<file path="src/rtl/ntt_stage_feeder.sv">
// Buffered sequencer around a combinational GS butterfly: loads N coefficients, runs one NTT stage in place, unloads.
// Define NTT_FEEDER_BITREV_EN to unload in bit-reversed index order; natural order otherwise.
module ntt_stage_feeder #(
  parameter int N     = 8,
  parameter int LOG_N = 3,
  parameter int DW    = 32
) (
  input  logic               clk,
  input  logic               rst_n,
  input  logic               in_valid,
  output logic               in_ready,
  input  logic [DW-1:0]      in_data,
  input  logic               start,
  input  logic [LOG_N-1:0]   span,
  input  logic               unload,
  output logic               busy,
  output logic               done,
  output logic               err,
  output logic [LOG_N-2:0]   tw_addr,
  input  logic [DW-1:0]      tw_data,
  output logic [DW-1:0]      bf_left,
  output logic [DW-1:0]      bf_right,
  output logic [DW-1:0]      bf_w,
  input  logic [DW-1:0]      bf_even,
  input  logic [DW-1:0]      bf_odd,
  output logic               out_valid,
  input  logic               out_ready,
  output logic [DW-1:0]      out_data
);

  localparam int TW_W = LOG_N - 1;
  localparam logic [LOG_N-1:0] LAST     = LOG_N'(N - 1);
  localparam logic [LOG_N-1:0] HALF     = LOG_N'(N / 2);
  localparam logic [LOG_N-1:0] RUN_LAST = LOG_N'(N / 2 + 1);

  typedef enum logic [1:0] {S_LOAD, S_WAIT, S_RUN, S_UNLOAD} state_t;
  state_t state_q, state_d;

  logic [DW-1:0]    mem [N];
  logic [LOG_N-1:0] cnt_q;
  logic [LOG_N-1:0] span_q, sh_q, sh_d;
  logic             span_legal;
  logic [LOG_N-1:0] mask, j, li, ri, j_shift, ridx;
  logic             v1_q, v2_q;
  logic [LOG_N-1:0] li1_q, ri1_q, li2_q, ri2_q;
  logic [DW-1:0]    left1_q, right1_q;
  logic             load_fire, out_fire, issue;

  assign span_legal = (span != '0) && ((span & (span - 1'b1)) == '0) && (span <= HALF);
  assign load_fire  = in_valid && in_ready;
  assign out_fire   = out_valid && out_ready;
  assign issue      = (state_q == S_RUN) && (cnt_q < HALF);

  // Twiddle stride N/(2*span) expressed as a left shift of j.
  always_comb begin
    sh_d = '0;
    for (int unsigned i = 0; i < LOG_N; i++)
      if (span[i]) sh_d = LOG_N'(LOG_N - 1 - i);
  end

  // Span is a power of two, so k/span and k%span reduce to masking.
  assign mask    = span_q - 1'b1;
  assign j       = cnt_q & mask;
  assign li      = ((cnt_q & ~mask) << 1) | j;
  assign ri      = li + span_q;
  assign j_shift = j << sh_q;

`ifdef NTT_FEEDER_BITREV_EN
  always_comb begin
    ridx = '0;
    for (int unsigned i = 0; i < LOG_N; i++) ridx[LOG_N-1-i] = cnt_q[i];
  end
`else
  assign ridx = cnt_q;
`endif

  always_ff @(posedge clk or negedge rst_n) begin
    if (!rst_n) state_q <= S_LOAD;
    else        state_q <= state_d;
  end

  always_comb begin
    state_d = state_q;
    unique case (state_q)
      S_LOAD:   if (load_fire && cnt_q == LAST) state_d = S_WAIT;
      S_WAIT: begin
        if (start) begin
          if (span_legal) state_d = S_RUN;
        end else if (unload) begin
          state_d = S_UNLOAD;
        end
      end
      S_RUN:    if (cnt_q == RUN_LAST) state_d = S_WAIT;
      S_UNLOAD: if (out_fire && cnt_q == LAST) state_d = S_LOAD;
      default:  state_d = S_LOAD;
    endcase
  end

  always_comb begin
    in_ready  = (state_q == S_LOAD);
    busy      = (state_q == S_RUN);
    out_valid = (state_q == S_UNLOAD);
    out_data  = mem[ridx];
  end

  always_ff @(posedge clk or negedge rst_n) begin
    if (!rst_n) begin
      cnt_q    <= '0;
      span_q   <= '0;
      sh_q     <= '0;
      done     <= 1'b0;
      err      <= 1'b0;
      tw_addr  <= '0;
      bf_left  <= '0;
      bf_right <= '0;
      bf_w     <= '0;
      v1_q     <= 1'b0;
      v2_q     <= 1'b0;
      li1_q    <= '0;
      ri1_q    <= '0;
      li2_q    <= '0;
      ri2_q    <= '0;
      left1_q  <= '0;
      right1_q <= '0;
    end else begin
      done <= (state_q == S_RUN) && (cnt_q == RUN_LAST);
      err  <= (state_q == S_WAIT) && start && !span_legal;
      unique case (state_q)
        S_LOAD:   if (load_fire) cnt_q <= cnt_q + 1'b1;
        S_WAIT: begin
          cnt_q <= '0;
          if (start && span_legal) begin
            span_q <= span;
            sh_q   <= sh_d;
          end
        end
        S_RUN:    cnt_q <= (cnt_q == RUN_LAST) ? '0 : cnt_q + 1'b1;
        S_UNLOAD: if (out_fire) cnt_q <= cnt_q + 1'b1;
        default:  cnt_q <= '0;
      endcase
      // Stage 1 presents tw_addr; stage 2 aligns L/R with the registered twiddle.
      v1_q <= issue;
      if (issue) begin
        li1_q    <= li;
        ri1_q    <= ri;
        left1_q  <= mem[li];
        right1_q <= mem[ri];
        tw_addr  <= j_shift[TW_W-1:0];
      end
      v2_q <= v1_q;
      if (v1_q) begin
        li2_q    <= li1_q;
        ri2_q    <= ri1_q;
        bf_left  <= left1_q;
        bf_right <= right1_q;
        bf_w     <= tw_data;
      end
    end
  end

  always_ff @(posedge clk) begin
    if (load_fire) mem[cnt_q] <= in_data;
    if (v2_q && state_q == S_RUN) begin
      mem[li2_q] <= bf_even;
      mem[ri2_q] <= bf_odd;
    end
  end

endmodule

</file>
<file path="config.mk">
export PLATFORM = sky130hd
export DESIGN_NAME = ntt_stage_feeder
export DESIGN_NICKNAME = d
export VERILOG_FILES = /design/src/rtl/ntt_stage_feeder.sv
export SDC_FILE = /design/constraint.sdc
export NUM_CORES = 1
export LEC_CHECK = 0
export CELL_PAD_IN_SITES_DETAIL_PLACEMENT = 0
export CELL_PAD_IN_SITES_GLOBAL_PLACEMENT = 2
export CORE_UTILIZATION = 39
export CTS_CLUSTER_DIAMETER = 30
export DETAILED_ROUTE_END_ITERATION = 16
export GPL_TIMING_DRIVEN = 1
export PLACE_DENSITY = 0.87
export SLEW_MARGIN = 20
export SYNTH_ARGS = -nofsm -noshare
export SYNTH_HDL_FRONTEND = slang
export SYNTH_SLANG_ARGS = --single-unit
</file>
<file path="constraint.sdc">
create_clock -name clk -period 5.8 [get_ports clk]
set_clock_uncertainty 0.05 [all_clocks]
set_input_delay 0.58 -clock clk [delete_from_list [all_inputs] [get_ports clk]]
set_output_delay 0.58 -clock clk [all_outputs]
set_load 0.05 [all_outputs]
</file>
; ---- Yosys cells after proc, flatten, opt, wreduce, memory -nomap -nowiden
; Memories as Yosys holds them, arrays and structs flattened. A register that Yosys moved wholly into a read port is not among the register bits.
; Index checks and enable logic that the tools add are counted.
[word_totals]
regBits = 125
ramBits = 256
input_bits = 137
memories = 1
[classes]
addsub = 4
magnitude_cmp = 2
n_eq_ne = 12
shift = 1
muxes = 21
n_bitwise = 5
n_reduce_logical = 22
[memory_table]
columns = memory, depth, word_bits, rd, rd_clocked_by_memory_dff, write_ports, line_no
row1 = mem, 8, 32, 3, 2, 2, 39  ; logic [DW-1:0] mem [N];
[op_table]
columns = operator, count
row1 = 32-bit two-way mux, 1
row2 = 32-bit OR reduction, 1
row3 = 2-bit two-way mux, 9
row4 = 1-bit logical AND, 12
row5 = 3-bit two-way mux, 4
row6 = 3-bit case mux with 4 select lines, 1
row7 = "2-bit by 1-bit inequality test with 1-bit output, second input constant", 5
row8 = 2-bit case mux with 4 select lines, 1
row9 = 3-bit AND, 2
row10 = "3-bit == test, second input constant", 2
row11 = "3-bit inequality test, second input constant", 2
row12 = "3-bit by 1-bit subtractor with 3-bit output, second input constant", 2
row13 = 1-bit two-way mux, 5
row14 = 5-bit AND reduction, 1
row15 = "2-bit == test, second input constant", 2
row16 = 2-bit AND reduction, 2
row17 = "3-bit by 1-bit adder with 3-bit output, second input constant", 1
row18 = 3-bit adder, 1
row19 = "3-bit <= comparator, second input constant", 1
row20 = 1-bit zero test, 3
row21 = 3-bit zero test, 1
row22 = "3-bit less-than comparator, second input constant", 1
row23 = 3-bit bitwise OR, 1
row24 = 3-bit nonzero test, 1
row25 = other kinds (5), 5

; ---- Logic depth before layout (Yosys ltp)
; Gate-level depths: netlist (run 1).
[logic_depth]
ltp_word = 8
mapped_depth = 11
mapped_depth_nobuf = 9

; ---- Worst setup path before layout (run 1)
; OpenSTA, ideal clock, no wires.
[synth_timing]
path_type = flip-flop to flip-flop
start = reg state_q[0]
end = mem mem[6][0] (enable)
t_arrival_ns = 4.328
required_time_ns = 5.280
setup_slack_ns = 0.953
path_stages_with_launch = 9
synth_period_minus_slack_ns = 4.847
cell_sequence = dfrtp_1 -> inv_1 -> ha_1 -> nand2_1 -> buf_2 -> buf_2 -> nor2_1 -> a21oi_1 -> o31ai_1
[synth_rtl]
columns = item, line_no
row1 = "start, declared", 37  ; state_t state_q, state_d;
row2 = "start signal, assigned", 79  ; else state_q <= state_d;
row3 = "end, declared", 39

; ---- Worst setup path after layout (run 1)
[layout_timing]
start = reg cnt_q[0]
end = out out_data[19]
[layout_between]
elab_chain_cells = 1
[layout_rtl]
columns = item, line_no
row1 = "start, declared", 40  ; logic [LOG_N-1:0] cnt_q;
row2 = "start signal, assigned", 129  ; S_LOAD: if (load_fire) cnt_q <= cnt_q + 1'b1;
row3 = "start signal, assigned", 137  ; S_RUN: cnt_q <= (cnt_q == RUN_LAST) ? '0 : cnt_q + 1'b1;
row4 = "start signal, assigned", 138  ; S_UNLOAD: if (out_fire) cnt_q <= cnt_q + 1'b1;
row5 = memory 8 x 32 bit, --
row6 = "end, declared", 28  ; output logic [DW-1:0] out_data
; Every way passes these cells.

==> impl_metrics.ini, run 1 <==
[status]
status = completed

[worst_setup_path]
crit_fanout = 65
required_ns = 5.17
r2r_start = state_q[0]
worstPathArrival_ns = 3.83
end_kind = output pin
worst-setup-path-type = flip-flop to output pin
start_kind = flip-flop
crit_start = cnt_q[0]
reg2reg_depth = 7

[cells_and_area]
stdcell_count = 3143
multi_input_area_um2 = 11400
area_delta_synth_final_pct = 30.1
finish.utilization = 0.514
drive_above_1_share = 0.264
finalNetCount = 2352
fillers = 5315
ff_latch_area_um2 = 12400

[yosys]
syn_area_per_cell_um2 = 12.5
synthFlopType = edfxtp_1
synth_xor_area_frac = 0.000359
synthSimpleGateAreaFrac = 0.0898
synth_top_family_by_area = multiplexers
yosys-top-cells-area = edfxtp_1, dfrtp_1, mux4_2
yosysWarnings = 0
yosysUniqueCellTypes = 49
postSynth.asyncResetShare = 0.423
yosysTopAreaCellShare = 0.315
synth_fa_ha_area_frac = 0.00493
syn_area_um2 = 24400
mappedNetlistNets = 2098
synth_edf_count = 256
ys_seq_area_frac = 0.508
syn-instance-count = 1952
synth_top_area_cell = edfxtp_1
synth.area.mux_share = 0.292
synth_seq_cells = 444
synth_compound_area_frac = 0.0705

[clock_network]
cts_tree = built
clockBufferDepth = 3
cts_setup_buffers = 0
cts_root_buf = clkbuf_16
clk-insertion-delay-late_ns = 0.65
cts_made_buffers = 110
cts_resized = 0
cts.sinks = 444
clk_pin_slew_ns = 0.04
h-tree-depth = 3

[power_and_ir_drop]
p_total_w = 0.0203
p_leak_nw = 12.4
power_density_nw_per_um2 = 640
ir_worst_vdd_v = 0.000376

[floorplan]
coreArea_um2 = 61700
start_util = 0.395
die_x_um = 252
num_rows = 91
die_area_um2 = 63500
die_y_um = 252
ios = 272

[global_routing]
gr-usage-met1 = 0.326
grtUsageTotal = 0.247
grt_max_degree = 91
grt_overflow = 0
grt_pass1_vias = 18400
use_met3 = 0.0343
grt_pass1_wl_um = 117000
antenna_found_initial = 3
grt_busiest_layer = met2
grt_use_met2 = 0.405

[timing]
period_needed_ns = 4.46
setup_viol = 0
finalMaxSlewViolations = 0
tns_ns = 0
worst_pin_slew_ns = 1.17
max_slew_margin = 0.218
max_freq_ghz = 0.224
hold_viol = 0
final.period_utilization = 0.769
rsz0062_at_grt = no
fin_hold_ws_ns = 0.422

[route]
drc = 0
avgRoutedWirePerCell_um = 25.0
via_count = 18100
ant_nets = 0
firstDrtPassIters = 5
drt_wl_total_um = 78500
vias_per_cell = 5.77
drt_iter0_drc = 1721

[worst_hold_path]
hp-start = right1_q[2]
hold_depth = 2
min_path_type = flip-flop to flip-flop

[place]
place_congestion = 0.823
portBuffers = 271
place_hpwl_um = 46900
dp.cells = 2928

[job]
cap_violations = 0
==> sequential cells by signal, summed over array words and instances, names as in the netlist, 32 cells and up <==
register / cells
bf_left: 32
bf_right: 32
right1_q: 32
bf_w: 32
left1_q: 32
mem: 256
==> layout make-up <==
class / count / area share
flip-flops and latches: 444 / 0.391
clock buffers: 135 / 0.0939
diodes: 4 / 0.000315
clock inverters: 73 / 0.0261
repair buffers: 307 / 0.0964
well taps: 837 / 0.0330
multi-input cells: 1332 / 0.358
inverters: 11 / 0.00130
==> worst paths after layout <==
kind	endpoint	slack [ns]
max in group asynchronous	bf_left[17]	3.92
setup / recovery	out_data[19]	1.34
min in group asynchronous	bf_left[26]	0.46
setup reg to reg	mem[1][3]	1.93
hold / removal	right1_q[2]	0.42
hold reg to reg	right1_q[2]	0.42
==> kinds of logic after synthesis <==
family / after synthesis
compound gates: 304
other cells: 1
xor+xnor: 1
simple gates: 494
mux: 523
fa+ha+maj: 9
buf+inv: 176
flops: 444
==> worst max-delay path: stages, from the launching register on <==
cell	delay, ns
dfrtp_4	1.10
buf_4	0.63
mux2i_1	0.19
nand2b_1	0.11
nand3_1	0.08
nand2_1	0.20
clkdlybuf4s50_1	0.83
==> through the flow <==
stage                     area (µm²)  setup slack, ns
after floorplan                24400            0.953
after global placement         27800             2.04
after detailed placement       27900             1.99
after CTS                      31700             1.36
after global routing           31700             1.21
final                          31700             1.34
==> routing by layer <==
metal	vias up	routed length, µm
met3	162	5460
met4	0	2390
li1	7964	-
met5	-	0
met1	9173	32600
met2	848	38000
==> repair_timing <==
action                                 CTS  global route
hold buffers                             1             0
setup endpoints to repair                0             0
endpoints found under the hold margin   88             0
==> power by group <==
part,switching (W),internal (W)
logic,0.00543,0.00351
registers,0.000784,0.00434
clock network,0.00195,0.00430
==> synthesized netlist by cell type (5+ instances only) <==
| cell | instances |
|---|---|
| edfxtp_1 | 256 |
| mux2_2 | 234 |
| dfrtp_1 | 188 |
| nand2_1 | 174 |
| nor2_1 | 167 |
| a21oi_1 | 166 |
| mux2i_1 | 161 |
| mux4_2 | 128 |
| clkbuf_1 | 97 |
| nand3_1 | 64 |
| buf_2 | 38 |
| nand2b_1 | 38 |
| nand4_1 | 33 |
| o22ai_1 | 33 |
| o211ai_1 | 32 |
| o21ai_1 | 32 |
| buf_1 | 11 |
| o21ai_0 | 11 |
| buf_4 | 10 |
| inv_1 | 9 |
| buf_6 | 8 |
| ha_1 | 8 |
| o31ai_1 | 8 |
| a31oi_1 | 5 |
| and2_1 | 5 |
==> layout by cell type (no fill, tap or decap), types with 36 or more instances in the layout <==
| cell | synthesis | layout |
|---|---|---|
| clkdlybuf4s50_1 | 0 | 270 |
| edfxtp_1 | 256 | 256 |
| mux2_2 | 234 | 233 |
| dfrtp_1 | 188 | 184 |
| nand2_1 | 174 | 172 |
| nor2_1 | 167 | 166 |
| a21oi_1 | 166 | 165 |
| mux2i_1 | 161 | 160 |
| mux4_2 | 128 | 128 |
| clkbuf_16 | 0 | 113 |
| nand3_1 | 64 | 62 |
| nand2b_1 | 38 | 36 |
(Power assumes the default switching activity.)
==> run 2: changes to the inputs <==
==> constraint.sdc (replaced) <==
create_clock -name clk -period 4.6 [get_ports clk]
set_clock_uncertainty 0.05 [all_clocks]
set_input_delay 0.46 -clock clk [delete_from_list [all_inputs] [get_ports clk]]
set_output_delay 0.46 -clock clk [all_outputs]
set_load 0.05 [all_outputs]
==> impl_metrics.ini, run 2 (synthesis results as in run 1) <==
[status]
status = completed

[floorplan]
die_area_um2 = 63500
start_util = 0.395
die_x_um = 252
ios = 272
coreArea_um2 = 61700
die_y_um = 252
num_rows = 91

[worst_setup_path]
r2r_slack_ns = 1.01
crit_fanout = 47
crit_path_max_incr_delay_ns = 0.89
start_kind = flip-flop
cp_num_buf_inv = 2
worst-setup-path-type = flip-flop to output pin
critical_path.cell_chain = buf_4, and2_1, a211oi_1, a21oi_1, mux2_2, clkdlybuf4s50_1
end_kind = output pin
crit_slowest_cell = dfrtp_4
cp_top_family = buffers and inverters
worstPathArrival_ns = 3.71
required_ns = 4.09

[route]
via_count = 17900
avgRoutedWirePerCell_um = 24.3
drt_iter0_drc = 1703
firstDrtPassIters = 6
vias_per_cell = 5.70
drc = 0
ant_nets = 0
drt_wl_total_um = 76200

[cells_and_area]
final_cell_mix = clkdlybuf4s50_1, edfxtp_1, mux2_2
fin_area_um2 = 31800
finalNetCount = 2355
regMostFlops = mem
area_delta_synth_final_pct = 30.3
largest_reg_flops = 256
fillers = 5292
drive_above_1_share = 0.269
layout_commonest_cell = clkdlybuf4s50_1

[clock_network]
cts_tree = built
cts_resized = 0
cts_made_buffers = 102
h-tree-depth = 3
clockBufferDepth = 3
cts_root_buf = clkbuf_16
clk-insertion-delay-late_ns = 0.66
clk_pin_slew_ns = 0.05
cts.sinks = 444

[power_and_ir_drop]
internal_power_w = 0.0152
power_density_nw_per_um2 = 802
seqPwrFrac = 0.251
p_leak_nw = 12.4
combPwrFrac = 0.444
pwr-share-clk = 0.304
netSwitchingPower_w = 0.0103
ir_worst_vdd_v = 0.000490
switching_share = 0.404

[place]
place_hpwl_um = 47900
portBuffers = 271
placed_area_um2 = 28000
place_ws_ns = 1.05
place_congestion = 0.817

[timing]
setup_ws_ns = 0.379
worst_pin_slew_ns = 1.10
period_needed_ns = 4.22
hold_viol = 0
final.period_utilization = 0.918
rsz0062_at_grt = no
finalMaxSlewViolations = 0
max_freq_ghz = 0.237
max_slew_margin = 0.266
setup_viol = 0

[global_routing]
grtUsageTotal = 0.241
antenna_found_initial = 7
grt_pass1_vias = 18000
grt_overflow = 0
grt_max_degree = 91
grt_pass1_wl_um = 114000

[worst_hold_path]
min_path_type = input pin to flip-flop

[job]
cap_violations = 0
## run 2: cell count changes in the layout (fill, tap and decap cells not counted), sizes merged
cell,change
buf,+10
bufinv,+4
clkbuf,-20
clkinvlp,+1
diode,-1
inv,+2
## run 2: final cells by class
| class | instances | area, µm² | area share |
|---|---|---|---|
| Inverter | 11 | 41.3 | 0.00130 |
| Timing Repair Buffer | 318 | 3170 | 0.0997 |
| Clock inverter | 80 | 1100 | 0.0345 |
| Multi-Input combinational cell | 1332 | 11400 | 0.357 |
| Antenna cell | 3 | 7.51 | 0.000236 |
| Clock buffer | 114 | 2660 | 0.0836 |
| Tap cell | 837 | 1050 | 0.0330 |
| Sequential cell | 444 | 12400 | 0.390 |
## run 2: per-stage QoR
stage                     hold WS, ns  cells  utilization  total power [W]  TNS (ns)
after floorplan                 0.114   1952            -           0.0139     -3.48
after global placement          0.403   2940        0.454           0.0176         0
after detailed placement        0.408   2941        0.454           0.0178         0
after CTS                       0.343   3136        0.515           0.0256         0
after global routing            0.352   3137        0.515           0.0266         0
final                           0.382   3139        0.515           0.0255         0
## run 2: what timing repair did
item | 4_1_cts | 5_1_grt
endpoints found under the setup margin | 0 | 0
endpoints found under the hold margin | 87 | 0
hold buffers | 1 | 0
buffers inserted | 0 | 0
## run 2: power by group through the flow
stage / Sequential (W) / Combinational [W] / Clock (W)
floorplan: 0.00743 / 0.00652 / 0
CTS: 0.00642 / 0.0114 / 0.00785
global placement: 0.00643 / 0.0112 / 0
detailed placement: 0.00648 / 0.0113 / 0
finish: 0.00641 / 0.0113 / 0.00776
global route: 0.00656 / 0.0120 / 0.00806
## run 2: final timing paths
path                             start      endpoint  cells after the start
max reg2reg                 state_q[0]     mem[3][3]                      7
min in group asynchronous        rst_n  bf_right[31]                      2
min reg2reg                   ri1_q[1]      ri1_q[1]                      2
max in group asynchronous        rst_n   right1_q[0]                      3
max                           cnt_q[0]  out_data[17]                      6
min                        tw_data[16]      bf_w[16]                      2
## run 2: metal layers
metal,part of all wire,global-route usage,vias to the layer above
met5,0.00084,0,-
met3,0.082,0.0521,180
met1,0.41,0.324,8908
li1,-,-,7957
met2,0.48,0.388,852
met4,0.026,0.0802,10
